==> src/rtl/thinning_scheduler.sv <==
// Zhang-Suen thinning scheduler: ping-pong frame scan, 3x3 window fetch,
// delete/keep decision from external popcount and internal transition count.
module thinning_scheduler #(
  parameter int WIDTH    = 64,
  parameter int HEIGHT   = 48,
  parameter int ADDR_W   = 13,
  parameter int MAX_ITER = 16
) (
  input  logic                           clk,
  input  logic                           reset,
  input  logic                           start,
  output logic                           busy,
  output logic                           done,
  output logic                           result_bank,
  output logic [$clog2(MAX_ITER+1)-1:0]  iter_count,
  output logic [ADDR_W-1:0]              mem_addr,
  output logic                           mem_rd,
  input  logic                           mem_rdata,
  output logic                           mem_wr,
  output logic                           mem_wdata,
  output logic [7:0]                     nbr,
  input  logic [3:0]                     nbr_count
);
  localparam int IW   = $clog2(MAX_ITER+1);
  localparam int XW   = $clog2(WIDTH);
  localparam int YW   = $clog2(HEIGHT);
  localparam int NPIX = WIDTH * HEIGHT;

  typedef enum logic [2:0] {
    S_IDLE, S_RD_C, S_CAP_C, S_FETCH,
    S_LAST, S_EVAL, S_WR, S_DONE
  } state_t;

  state_t            state_q, state_d;
  logic [XW-1:0]     x_q, x_d;
  logic [YW-1:0]     y_q, y_d;
  logic              src_q, src_d;
  logic              sub_q, sub_d;
  logic              changed_q, changed_d;
  logic [IW-1:0]     iter_q, iter_d;
  logic [2:0]        slot_q, slot_d;
  logic [7:0]        nb_q, nb_d;
  logic              rdp_q, rdp_d;
  logic              busy_q, busy_d;
  logic              done_q, done_d;
  logic              rbank_q, rbank_d;
  logic [ADDR_W-1:0] addr_q, addr_d;
  logic              rd_q, rd_d;
  logic              wr_q, wr_d;
  logic              wdata_q, wdata_d;
  logic [7:0]        nbr_q, nbr_d;

  int            sl, nx, ny;
  logic          inf;
  logic [3:0]    a_cnt;
  logic          del;
  logic [IW-1:0] iter_n;

  function automatic logic [ADDR_W-1:0] addr_of(
    input logic bank, input int px, input int py);
    return ADDR_W'(int'(bank) * NPIX + py * WIDTH + px);
  endfunction

  function automatic int dx_of(input int k);
    case (k)
      1, 2, 3: return 1;
      5, 6, 7: return -1;
      default: return 0;
    endcase
  endfunction

  function automatic int dy_of(input int k);
    case (k)
      0, 1, 7: return -1;
      3, 4, 5: return 1;
      default: return 0;
    endcase
  endfunction

  assign busy        = busy_q;
  assign done        = done_q;
  assign result_bank = rbank_q;
  assign iter_count  = iter_q;
  assign mem_addr    = addr_q;
  assign mem_rd      = rd_q;
  assign mem_wr      = wr_q;
  assign mem_wdata   = wdata_q;
  assign nbr         = nbr_q;

  // Next neighbour slot to issue, and the keep/delete decision.
  always_comb begin
    sl  = (state_q == S_FETCH) ? int'(slot_q) + 1 : 0;
    nx  = int'(x_q) + dx_of(sl);
    ny  = int'(y_q) + dy_of(sl);
    inf = (nx >= 0) && (nx < WIDTH) && (ny >= 0) && (ny < HEIGHT);
    a_cnt = '0;
    for (int i = 0; i < 8; i++)
      a_cnt = a_cnt + 4'(!nb_q[i] && nb_q[(i+1)%8]);
    del = (nbr_count >= 4'd2) && (nbr_count <= 4'd6) &&
          (a_cnt == 4'd1) &&
          (sub_q ? (!(nb_q[0] & nb_q[2] & nb_q[6]) &&
                    !(nb_q[0] & nb_q[4] & nb_q[6]))
                 : (!(nb_q[0] & nb_q[2] & nb_q[4]) &&
                    !(nb_q[2] & nb_q[4] & nb_q[6])));
    iter_n = (iter_q == IW'(MAX_ITER)) ? iter_q : iter_q + IW'(1);
  end

  always_comb begin
    state_d   = state_q;
    x_d       = x_q;
    y_d       = y_q;
    src_d     = src_q;
    sub_d     = sub_q;
    changed_d = changed_q;
    iter_d    = iter_q;
    slot_d    = slot_q;
    nb_d      = nb_q;
    rdp_d     = rd_q;
    busy_d    = busy_q;
    done_d    = 1'b0;
    rbank_d   = rbank_q;
    addr_d    = addr_q;
    rd_d      = 1'b0;
    wr_d      = 1'b0;
    wdata_d   = 1'b0;
    nbr_d     = '0;
    unique case (state_q)
      S_IDLE: begin
        if (start) begin
          busy_d    = 1'b1;
          iter_d    = '0;
          changed_d = 1'b0;
          sub_d     = 1'b0;
          src_d     = 1'b0;
          x_d       = '0;
          y_d       = '0;
          rd_d      = 1'b1;
          addr_d    = addr_of(1'b0, 0, 0);
          state_d   = S_RD_C;
        end
      end
      S_RD_C: state_d = S_CAP_C;
      S_CAP_C: begin
        if (mem_rdata) begin
          nb_d    = '0;
          slot_d  = '0;
          rd_d    = inf;
          if (inf) addr_d = addr_of(src_q, nx, ny);
          state_d = S_FETCH;
        end else begin
          wr_d    = 1'b1;
          addr_d  = addr_of(!src_q, int'(x_q), int'(y_q));
          state_d = S_WR;
        end
      end
      S_FETCH: begin
        if (slot_q != 3'd0)
          nb_d[slot_q - 3'd1] = rdp_q & mem_rdata;
        if (slot_q == 3'd7) begin
          state_d = S_LAST;
        end else begin
          slot_d = slot_q + 3'd1;
          rd_d   = inf;
          if (inf) addr_d = addr_of(src_q, nx, ny);
        end
      end
      S_LAST: begin
        nb_d[7] = rdp_q & mem_rdata;
        nbr_d   = nb_d;
        state_d = S_EVAL;
      end
      S_EVAL: begin
        wr_d    = 1'b1;
        wdata_d = !del;
        addr_d  = addr_of(!src_q, int'(x_q), int'(y_q));
        if (del) changed_d = 1'b1;
        state_d = S_WR;
      end
      S_WR: begin
        if (int'(x_q) != WIDTH - 1) begin
          x_d     = x_q + XW'(1);
          rd_d    = 1'b1;
          addr_d  = addr_of(src_q, int'(x_q) + 1, int'(y_q));
          state_d = S_RD_C;
        end else if (int'(y_q) != HEIGHT - 1) begin
          x_d     = '0;
          y_d     = y_q + YW'(1);
          rd_d    = 1'b1;
          addr_d  = addr_of(src_q, 0, int'(y_q) + 1);
          state_d = S_RD_C;
        end else begin
          x_d   = '0;
          y_d   = '0;
          src_d = !src_q;
          if (!sub_q) begin
            sub_d   = 1'b1;
            rd_d    = 1'b1;
            addr_d  = addr_of(!src_q, 0, 0);
            state_d = S_RD_C;
          end else begin
            iter_d = iter_n;
            if (!changed_q || iter_n == IW'(MAX_ITER)) begin
              done_d  = 1'b1;
              busy_d  = 1'b0;
              rbank_d = !src_q;
              state_d = S_DONE;
            end else begin
              changed_d = 1'b0;
              sub_d     = 1'b0;
              rd_d      = 1'b1;
              addr_d    = addr_of(!src_q, 0, 0);
              state_d   = S_RD_C;
            end
          end
        end
      end
      S_DONE: state_d = S_IDLE;
      default: state_d = S_IDLE;
    endcase
  end

  always_ff @(posedge clk) begin
    if (reset) begin
      state_q   <= S_IDLE;
      x_q       <= '0;
      y_q       <= '0;
      src_q     <= 1'b0;
      sub_q     <= 1'b0;
      changed_q <= 1'b0;
      iter_q    <= '0;
      slot_q    <= '0;
      nb_q      <= '0;
      rdp_q     <= 1'b0;
      busy_q    <= 1'b0;
      done_q    <= 1'b0;
      rbank_q   <= 1'b0;
      addr_q    <= '0;
      rd_q      <= 1'b0;
      wr_q      <= 1'b0;
      wdata_q   <= 1'b0;
      nbr_q     <= '0;
    end else begin
      state_q   <= state_d;
      x_q       <= x_d;
      y_q       <= y_d;
      src_q     <= src_d;
      sub_q     <= sub_d;
      changed_q <= changed_d;
      iter_q    <= iter_d;
      slot_q    <= slot_d;
      nb_q      <= nb_d;
      rdp_q     <= rdp_d;
      busy_q    <= busy_d;
      done_q    <= done_d;
      rbank_q   <= rbank_d;
      addr_q    <= addr_d;
      rd_q      <= rd_d;
      wr_q      <= wr_d;
      wdata_q   <= wdata_d;
      nbr_q     <= nbr_d;
    end
  end
endmodule

==> config.mk <==
export PLATFORM = sky130hd
export DESIGN_NAME = thinning_scheduler
export DESIGN_NICKNAME = d
export VERILOG_FILES = /design/src/rtl/thinning_scheduler.sv
export SDC_FILE = /design/constraint.sdc
export NUM_CORES = 1
export LEC_CHECK = 0
export CORE_MARGIN = 10
export CORE_UTILIZATION = 45
export DETAILED_ROUTE_END_ITERATION = 10
export SYNTH_ARGS = -nofsm -noshare
export SYNTH_HDL_FRONTEND = slang
export SYNTH_SLANG_ARGS = --single-unit
export TNS_END_PERCENT = 50
==> constraint.sdc <==
create_clock -name clk -period 5.7 [get_ports clk]
set_input_delay 1.71 -clock clk [delete_from_list [all_inputs] [get_ports clk]]
set_output_delay 1.71 -clock clk [all_outputs]
set_load 0.02 [all_outputs]
==> impl_metrics.yaml <==
run_status:
  run_status: "completed"
place:
  post-dp-hpwl_um: 11400
  io_buffers: 39
  gp_congestion: 0.932
synth:
  yosys_register_bits: 62
  syn_avg_cell_area_sq_um: 7.89
  synth-warning-count: 0
  netlist_area_sq_mm: 0.00526
  async_flop_share: 0
  synth_flop_cell: "dfxtp_1"
  syn-num-nets: 746
  synthesis.instances: 667
  synthDistinctLibCells: 73
  synth_enable_flop_cells: 0
  seq_area_frac_synth: 0.236
cts:
  cts-root-buf: "clkbuf_16"
  insertion_delay_ns: 0.33
  clockBufferDepth: 2
  cts.sinks: 62
  ctsHoldBuffers: 0
  clk_pin_slew_ns: 0.06
  htree_levels: 3
  post_cts_buffers: 0
  cts_tree: "yes"
  numCtsBuffers: 9
detailed_routing:
  final_antenna_net_count: 0
  routed_wirelength_um: 15100
  drt_iter0_markers: 436
  vias: 5025
  routedWlPerCell_um: 17.8
  drc: 0
  vias_per_cell: 5.92
  drt-pass1-iter-count: 5
sta:
  hold_ws_ns: 0.483
  fin_skew_ns: 0.00726
  fin_tns_setup_ns: 0
  slew_violations: 0
  fmax_mhz: 193
  finalHoldViolCount: 0
  finalSetupViolCount: 0
  final.min_clock_period_ns: 5.19
  fin_crit_sh: 0.910
  tightest_slew_ns: 1.11
  rsz0062_at_grt: "false"
  relSlewSlack: 0.257
die:
  core_area_sq_mm: 0.0114
  dieWidth_um: 128
  fp.dieH_um: 128
  pin_count: 40
  rows: 39
  start_util: 0.461
  die_area_sq_mm: 0.0164
final_layout:
  final_layout_size_suffix_gt1_frac: 0.0652
  fin_nets: 780
  nFillCells: 1069
  area_growth_pct: 16.3
  antenna_cells: 0
grt:
  grt_use_total: 0.177
  first_global_vias: 4722
  use_met3: 0.0393
  grt_pass1_wl_um: 24100
  antenna_found_initial: 0
  top_usage_layer: "met2"
  grt_use_met1: 0.239
  use_met2: 0.273
  grt-ovfl-total: 0
  grt_max_degree: 44
setup_path:
  cp.arrival_ns: 5.44
  critPathLaunch: "slot_q[1]"
  r2r_start: "slot_q[1]"
  cp-start-kind: "register"
  critPathKind: "register to register"
  required_ns: 5.95
  crit_fanout: 15
  endpoint_kind: "register"
worst_hold_path:
  hold_path.class: "register to register"
  min_from: "mem_rd"
pwr:
  p_comb_frac: 0.170
  power_frac_clock: 0.469
  p_sw_uw: 368
  swShare: 0.289
  ir_worst_vdd_mv: 0.142
  leakagePower_uw: 0.00250
  p_seq_frac: 0.361
  intPower_uw: 907
  p_per_area_mw_per_mm2: 208
flow_run:
  drv_cap: 0
-- synth_stat cells (all sizes together) (4+ instances only) --
library cell   n  area share
nand4          9       0.011
nor2b          9       0.011
o22ai          7      0.0095
clkbuf        19       0.014
inv           42       0.030
ha            60        0.14
mux2           4      0.0086
nor2          49       0.035
nand2         52       0.037
buf            6      0.0067
and2          13       0.015
o31a           4      0.0067
xnor2         11       0.018
a21oi         69       0.066
a22oi          6      0.0086
a21o          13       0.019
fa            11       0.042
nand3         22       0.021
nand2b        12       0.014
and3          11       0.013
nand3b         7       0.012
dfxtp         62        0.24
o21ai         41       0.039
nor4          11       0.013
a211oi         7       0.012
or3            6      0.0071
a31oi         11       0.013
nor3          19       0.019
xor2          10       0.017
or2            5      0.0059
-- final timing paths --
kind | depth (start not counted) | to | slack (ns)
max | 17 | mem_addr[4] | 0.51
min | 1 | rdp_q | 0.48
min reg2reg | 1 | rdp_q | 0.48
max reg2reg | 17 | mem_addr[4] | 0.51
-- critical path, cell delays in order (launching register included) --
cell      delay [ns]
dfxtp_1         0.39
inv_1           0.08
ha_1            0.49
a21bo_1         0.29
a211oi_4        0.39
buf_4           0.28
ha_1            0.28
and3b_1         0.23
a221oi_1        0.09
and2b_4         0.29
inv_1           0.05
ha_1            0.33
or4b_2          0.59
nor4_1          0.26
nand4_1         0.14
or4_4           0.47
o31a_1          0.31
o22ai_2         0.13
-- layout make-up --
| type | instances | area (sq um) | share of cell area |
|---|---|---|---|
| multi-input cells | 538 | 3770 | 0.616 |
| flip-flops and latches | 62 | 1240 | 0.203 |
| repair buffers | 48 | 458 | 0.0748 |
| clock buffers | 12 | 246 | 0.0403 |
| well taps | 143 | 179 | 0.0292 |
| inverters | 42 | 158 | 0.0258 |
| clock inverters | 4 | 70.1 | 0.0114 |
-- what timing repair did --
action / 4_1_cts / 5_1_grt
endpoints found under the hold margin: 0 / 0
gates resized for setup: 0 / 1
setup endpoints to repair: 0 / 1
-- cell families after synthesis --
group                    count (synthesis)  synth area share
AO/OA/AOI/OAI                          193             0.231
XOR/XNOR                                21            0.0349
adder cells (fa/ha/maj)                 71             0.184
buffers and inverters                   67            0.0502
flip-flops                              62             0.236
multiplexers                             6            0.0124
AND/OR/NAND/NOR                        247             0.251
-- power groups by stage --
stage	Clock (uW)	Combinational, uW	Sequential, uW
finish	598	217	461
global route	622	237	463
CTS	601	215	461
detailed placement	0	213	470
global placement	0	209	470
floorplan	0	152	464
-- sequential cells by signal, indices dropped and copies added (netlist names), 3 cells and up --
register and flops:
mem_addr 13, nb_q 8, nbr 8, x_q 6, y_q 6, iter_count 5, slot_q 3, state_q 3
-- metrics by stage --
stage                      util  area (sq um)  worst slack [ns]  total power, uW  std cells
final                     0.536          6120             0.513             1280        849
after detailed placement  0.508          5800             0.563              683        833
after global routing      0.536          6120             0.187             1320        849
after global placement    0.508          5800             0.698              679        833
after CTS                 0.536          6120             0.540             1280        849
after floorplan               -          5260             0.546              616        667
-- cells in the final DEF (no fill, tap or decap), types with 4 or more instances in the layout --
master           count
a21oi_1             68
dfxtp_1             62
ha_1                60
nand2_1             52
nor2_1              49
inv_1               41
o21ai_0             40
clkdlybuf4s50_1     39
nand3_1             22
nor3_1              17
and2_1              13
a21o_1              12
nand2b_1            12
and3_1              11
xnor2_1             11
nor4_1              11
a31oi_1             11
fa_1                11
xor2_1              10
nand4_1              9
nor2b_1              9
clkbuf_16            9
buf_4                9
or3_1                6
nand3b_1             6
a22oi_1              6
o22ai_1              6
a211oi_1             6
or2_2                5
mux2_2               4
o31a_1               4
-- layer usage --
layer,up-vias,wire [um]
met5,-,0
met4,0,218
met3,18,951
met2,165,6660
met1,2349,7250
li1,2493,-
Power figures use the tool's default switching activity.
